## src/rtl/serial_adder.sv

```systemverilog
// serial_adder: bit-serial adder, one full-adder cell plus a carry flop, LSB first.
// Computes {carry, sum} = a + b + cin over WIDTH clock cycles with a start/done handshake.
//
// Parameters:
//   WIDTH  operand/result width in bits (>= 2)
// Ports:
//   clk    clock, rising edge
//   rst_n  asynchronous active-low reset
//   start  begin an addition (sampled in IDLE or DONE only)
//   a, b   operands, captured on the accepting edge
//   cin    carry-in, captured on the accepting edge
//   busy   high while shifting
//   done   one-cycle pulse when sum/carry are valid
//   sum    result, held until the next result is produced
//   carry  carry-out of bit WIDTH-1, held like sum
//   ovf    signed overflow (only when SERIAL_ADDER_OVF_EN is defined)
//
// Optional feature macro: SERIAL_ADDER_OVF_EN adds the ovf output and its logic.

module serial_adder #(
  parameter int unsigned WIDTH = 8
) (
  input  logic             clk,
  input  logic             rst_n,
  input  logic             start,
  input  logic [WIDTH-1:0] a,
  input  logic [WIDTH-1:0] b,
  input  logic             cin,
  output logic             busy,
  output logic             done,
  output logic [WIDTH-1:0] sum,
  output logic             carry
`ifdef SERIAL_ADDER_OVF_EN
  ,
  output logic             ovf
`endif
);

  localparam int unsigned CntW = $clog2(WIDTH);
  localparam logic [CntW-1:0] CntLast = CntW'(WIDTH - 1);

  typedef enum logic [1:0] {StIdle, StShift, StDone} state_e;

  state_e state_q, state_d;

  logic [WIDTH-1:0] a_sr_q, b_sr_q;
  // Holds the WIDTH-1 sum bits produced before the final shift; the last bit
  // comes straight from the adder cell when the result is committed.
  logic [WIDTH-2:0] sum_sr_q;
  logic             c_q;
  logic [CntW-1:0]  cnt_q;
  logic [WIDTH-1:0] sum_q;
  logic             carry_q;

  logic             bit_s, bit_c;
  logic             accept, last;
  logic [WIDTH-1:0] sum_full;

  // Full-adder cell.
  assign bit_s = a_sr_q[0] ^ b_sr_q[0] ^ c_q;
  assign bit_c = (a_sr_q[0] & b_sr_q[0]) | (a_sr_q[0] & c_q) | (b_sr_q[0] & c_q);

  assign accept   = ((state_q == StIdle) || (state_q == StDone)) && start;
  assign last     = (state_q == StShift) && (cnt_q == CntLast);
  assign sum_full = {bit_s, sum_sr_q};

  always_comb begin
    state_d = state_q;
    unique case (state_q)
      StIdle:  if (start) state_d = StShift;
      StShift: if (cnt_q == CntLast) state_d = StDone;
      StDone:  state_d = start ? StShift : StIdle;
      default: state_d = StIdle;
    endcase
  end

  always_ff @(posedge clk or negedge rst_n) begin
    if (!rst_n) begin
      state_q <= StIdle;
    end else begin
      state_q <= state_d;
    end
  end

  always_ff @(posedge clk or negedge rst_n) begin
    if (!rst_n) begin
      a_sr_q   <= '0;
      b_sr_q   <= '0;
      sum_sr_q <= '0;
      c_q      <= 1'b0;
      cnt_q    <= '0;
      sum_q    <= '0;
      carry_q  <= 1'b0;
    end else if (accept) begin
      a_sr_q   <= a;
      b_sr_q   <= b;
      sum_sr_q <= '0;
      c_q      <= cin;
      cnt_q    <= '0;
    end else if (state_q == StShift) begin
      a_sr_q   <= a_sr_q >> 1;
      b_sr_q   <= b_sr_q >> 1;
      sum_sr_q <= sum_full[WIDTH-1:1];
      c_q      <= bit_c;
      if (last) begin
        // Outputs only move here, so they stay stable through IDLE and DONE.
        sum_q   <= sum_full;
        carry_q <= bit_c;
      end else begin
        cnt_q <= cnt_q + CntW'(1);
      end
    end
  end

`ifdef SERIAL_ADDER_OVF_EN
  logic ovf_q;

  // On the last shift c_q is the carry into the MSB and bit_c the carry out.
  always_ff @(posedge clk or negedge rst_n) begin
    if (!rst_n) begin
      ovf_q <= 1'b0;
    end else if (last) begin
      ovf_q <= c_q ^ bit_c;
    end
  end

  assign ovf = ovf_q;
`endif

  assign busy  = (state_q == StShift);
  assign done  = (state_q == StDone);
  assign sum   = sum_q;
  assign carry = carry_q;

endmodule

```

## config.mk

```make
export PLATFORM = sky130hd
export DESIGN_NAME = serial_adder
export DESIGN_NICKNAME = d
export VERILOG_FILES = /design/src/rtl/serial_adder.sv
export SDC_FILE = /design/constraint.sdc
export NUM_CORES = 1
export LEC_CHECK = 0
export CAP_MARGIN = 20
export CORE_ASPECT_RATIO = 0.75
export CORE_UTILIZATION = 56
export CTS_CLUSTER_SIZE = 20
export DETAILED_ROUTE_END_ITERATION = 16
export PLACE_DENSITY = 0.8
export RECOVER_POWER = 50
export SYNTH_ARGS = -nofsm -noshare
export SYNTH_HDL_FRONTEND = slang
export SYNTH_SLANG_ARGS = --single-unit
```

## constraint.sdc

```tcl
create_clock -name clk -period 3.3 [get_ports clk]
set_clock_uncertainty 0.1 [all_clocks]
set_input_delay 0.825 -clock clk [delete_from_list [all_inputs] [get_ports clk]]
set_output_delay 0.825 -clock clk [all_outputs]
set_load 0.05 [all_outputs]
```

==> run summary <==
The worst setup path is captured at an output pin. The number of antenna violations at the first check in global routing is 0. The total area of sequential cells was 951 µm²; the final setup violation count was 0. The worst path in the final design needs a cycle of 2.87 ns, including I/O delays and setup.

The final count of hold timing violations is 0, and the per-cell routed wire length is 15.1 µm. For this run, the post-layout net count is 203. The clock tree synthesis step divided the H-tree into 2 levels. The cell count after synthesis was 150; the maximum achievable frequency was 0.348 GHz. Hold-critical path depth: 1. The pin slew with the least headroom to its limit came out at 1.97 ns. After clock tree synthesis, the setup repair step added 0 buffers.

31 I/O pins were placed. The filler cells instantiated in the layout total 203. The tools report the maximum number of pins on one net before global-route repair as 39. The min-delay analysis places its worst path in the category reg2reg. VDD sags by at most 0.487 mV. Kind of launch point of the worst setup path: a register. The number of search-and-repair iterations in the first detailed-routing pass was 4. The starting density of the core is 0.599.

TritonCTS built the clock tree. Final weighted congestion of routability-driven global placement: 0.739. For the via count of the first global-routing pass, the log shows 1181. Setup repair after global routing left no endpoint under its margin. The critical path is of the reg2out type.

The logs give 0 for the number of warnings printed during yosys synthesis and 1590 µm for the total length of routed met2 wires. The clock latency at the later pin of the worst-skew pair was 0.30 ns. Summing over every cut layer, the via total after detailed routing is 1233. The met1 wire length was 1550 µm. The reg-to-reg endpoint was sum[5].

Among all flip-flop cells after synthesis, the most frequent one is sky130_fd_sc_hd__dfrtp_1. By area the synthesized netlist is led by sky130_fd_sc_hd__dfrtp_1, sky130_fd_sc_hd__mux2_4, sky130_fd_sc_hd__mux2i_1, sky130_fd_sc_hd__a21oi_1, sky130_fd_sc_hd__a211oi_1. The setup check on the worst reg-to-reg path leaves a slack of 1.39 ns. For the end-of-flow core utilization, the log shows 0.730. First-pass GRT wire length: 5500 µm.

For the estimated wirelength of the detail-placed design, the log shows 2340 µm. From bottom edge to top edge, the die measures 51.1 µm. The count of placed standard cells including taps was 211; the total length of routed met3 wires was 108 µm. The net count after synthesis was 173; the antenna diode instance count was 0. The finished layout holds 219 standard cells, fillers aside. Once detail routing completed, the nets flagged for antenna violations numbered 0.

The count of flip-flops with a built-in enable after synthesis works out to 0. The run gives 1800 µm² as the total standard cell area after synthesis. STA puts the critical path data arrival time at 1.95 ns. The DRC violation total after the first TritonRoute iteration is 70. The area share of the leading cell type in the synthesized netlist is 0.529, and the number of buffers added on ports is 30. sky130_fd_sc_hd__dfrtp_1 takes more of the synthesized area than any other cell. The async set or reset register ratio after synthesis is 1.00. The checks that failed: capacitance limit, slew limit. In this run the critical register-to-register path is launched from state_q[1]. For the worst setup path, the data required time is 2.37 ns. After global routing the overflow that remains totals 0. Using the TritonRoute via totals, the vias-per-cell ratio works out to 5.63. The number of cells on the worst reg-to-reg path is 4. In this run the core area contains 17 standard-cell rows. The sequential area share after synthesis was 0.529; the final count of pins violating max slew was 39. The number of buffers between clock root and the deepest sink was 2; the mean instance size in the synthesized netlist was 12.0 µm².

The run gives -0.312 as the worst slew margin relative to its limit. The worst hold path begins at sum[5]. Yosys mapped the design onto 28 distinct sky130hd cell types.

For the clock sink total, the log shows 38. The die covers 3440 µm². The region available for standard cell placement spans 3000 µm².

The post-synthesis register bit count is 38. The register clock-pin slew on the reported worst setup and hold paths is 0.08 ns. From left edge to right edge, the die measures 67.4 µm. After detailed routing, no signal wire sits above met4. The CTS buffer count came out at 5. In this run the worst path has a maximum fanout of 11. Power spread over the standard cell area amounts to 987 nW/µm². The multi-input combinational cells in the finished layout cover a total of 716 µm². The total wirelength of the detailed-routed design was 3310 µm; the share of layout cells above drive strength 1 was 0.122. The clock tree root driver cell was sky130_fd_sc_hd__clkbuf_8.

The final clock period utilization by the worst path was 0.871; the number of buffers added to fix hold violations after cts was 0. The run finished, with violations left. The tools report the global routing usage summed across all routing layers as 0.230. The aggregate negative setup slack came out at 0 ns. Once the clock tree was built, the resizer swapped 0 gates to a different size. The tools report the endpoint of the worst hold-timing path as sum[5]. The max-cap violation count is 1, and the residual DRC count is 0.

In this run the static leakage power is 0.968 nW. Compared with the post-synthesis result, the final layout area differs by 21.9%.
## synth_stat cells (2+ instances only)
library cell and n:
sky130_fd_sc_hd__a22o_1 6, sky130_fd_sc_hd__ha_1 2, sky130_fd_sc_hd__o21ai_0 4, sky130_fd_sc_hd__mux2i_1 13, sky130_fd_sc_hd__nand3_1 3, sky130_fd_sc_hd__dfrtp_1 38
sky130_fd_sc_hd__inv_1 9, sky130_fd_sc_hd__mux2_4 9, sky130_fd_sc_hd__a211oi_1 9, sky130_fd_sc_hd__o22ai_1 7, sky130_fd_sc_hd__buf_6 2, sky130_fd_sc_hd__nor2b_1 10
sky130_fd_sc_hd__a21oi_1 15, sky130_fd_sc_hd__buf_2 4, sky130_fd_sc_hd__nand2_1 5, sky130_fd_sc_hd__buf_1 2
## cell families after synthesis
kind of cell               count (synthesis)  synth area share
buffers and inverters                     20            0.0592
DFF                                       38             0.529
AOI/OAI and AO/OA                         44             0.157
adders and majority gates                  3            0.0251
and+or+nand+nor                           23            0.0815
muxes                                     22             0.148
## state kept, by name (all words and copies together), names as in the netlist
name      flops
state_q       2
sum_sr_q      7
sum           8
b_sr_q        8
c_q           1
cnt_q         3
a_sr_q        8
carry         1
## final cells by class
cell class | count | area share
clock buffer | 5 | 0.0314
inverter | 10 | 0.0206
sequential | 38 | 0.434
tap | 38 | 0.0217
multi-input combinational | 92 | 0.327
timing repair buffer | 33 | 0.145
clock inverter | 3 | 0.0206
## how the worst max path moves through the flow
stage                    start  endpoint
floorplan           state_q[1]      done
global placement    state_q[1]      busy
detailed placement  state_q[1]      busy
CTS                 state_q[1]      busy
global route        state_q[1]      busy
finish              state_q[1]      busy
## layer usage
metal | vias up | GRT usage
met5 | - | 0
met4 | 0 | 0.124
met3 | 8 | 0.0625
met2 | 26 | 0.357
met1 | 610 | 0.290
li1 | 589 | -
## through the flow
stage / instance area (µm²) / setup WS [ns] / total power, W / hold WS [ns]
global route: 2190 / 0.342 / 0.00230 / 0.438
CTS: 2210 / 0.392 / 0.00220 / 0.426
finish: 2190 / 0.426 / 0.00216 / 0.413
floorplan: 1800 / 0.961 / 0.00154 / 0.371
global placement: 2100 / 0.727 / 0.00174 / 0.392
detailed placement: 2100 / 0.721 / 0.00180 / 0.400
## layout by cell type (no fill, tap or decap), drive strengths merged
| cell type | n |
|---|---|
| bufinv | 1 |
| clkinvlp | 2 |
| nand2b | 2 |
| ha | 2 |
| o211ai | 1 |
| dlygate4sd3 | 1 |
| nor2 | 1 |
| o21ai | 5 |
| mux2 | 9 |
| a22o | 6 |
| nand2 | 6 |
| a211oi | 9 |
| buf | 3 |
| inv | 10 |
| fa | 1 |
| or2 | 1 |
| clkdlybuf4s50 | 28 |
| dfrtp | 38 |
| mux2i | 13 |
| clkbuf | 6 |
| o22ai | 7 |
| nor2b | 10 |
| a21oi | 15 |
| a21o | 1 |
| nand3 | 3 |
## worst max-delay path, stage by stage (launching register included)
cell and delay [ns]:
sky130_fd_sc_hd__dfrtp_1 0.52, sky130_fd_sc_hd__nand2b_4 0.26, sky130_fd_sc_hd__inv_8 0.08, sky130_fd_sc_hd__clkdlybuf4s50_1 0.79
## report_power, final
group | switching [W] | internal [W] | leakage (nW)
clock | 0.000176 | 0.000225 | 0.0504
sequential | 0.000155 | 0.000676 | 0.467
combinational | 0.000517 | 0.000413 | 0.451
total | 0.000848 | 0.00131 | 0.968
No activity file was read; power rests on OpenSTA's default activity.
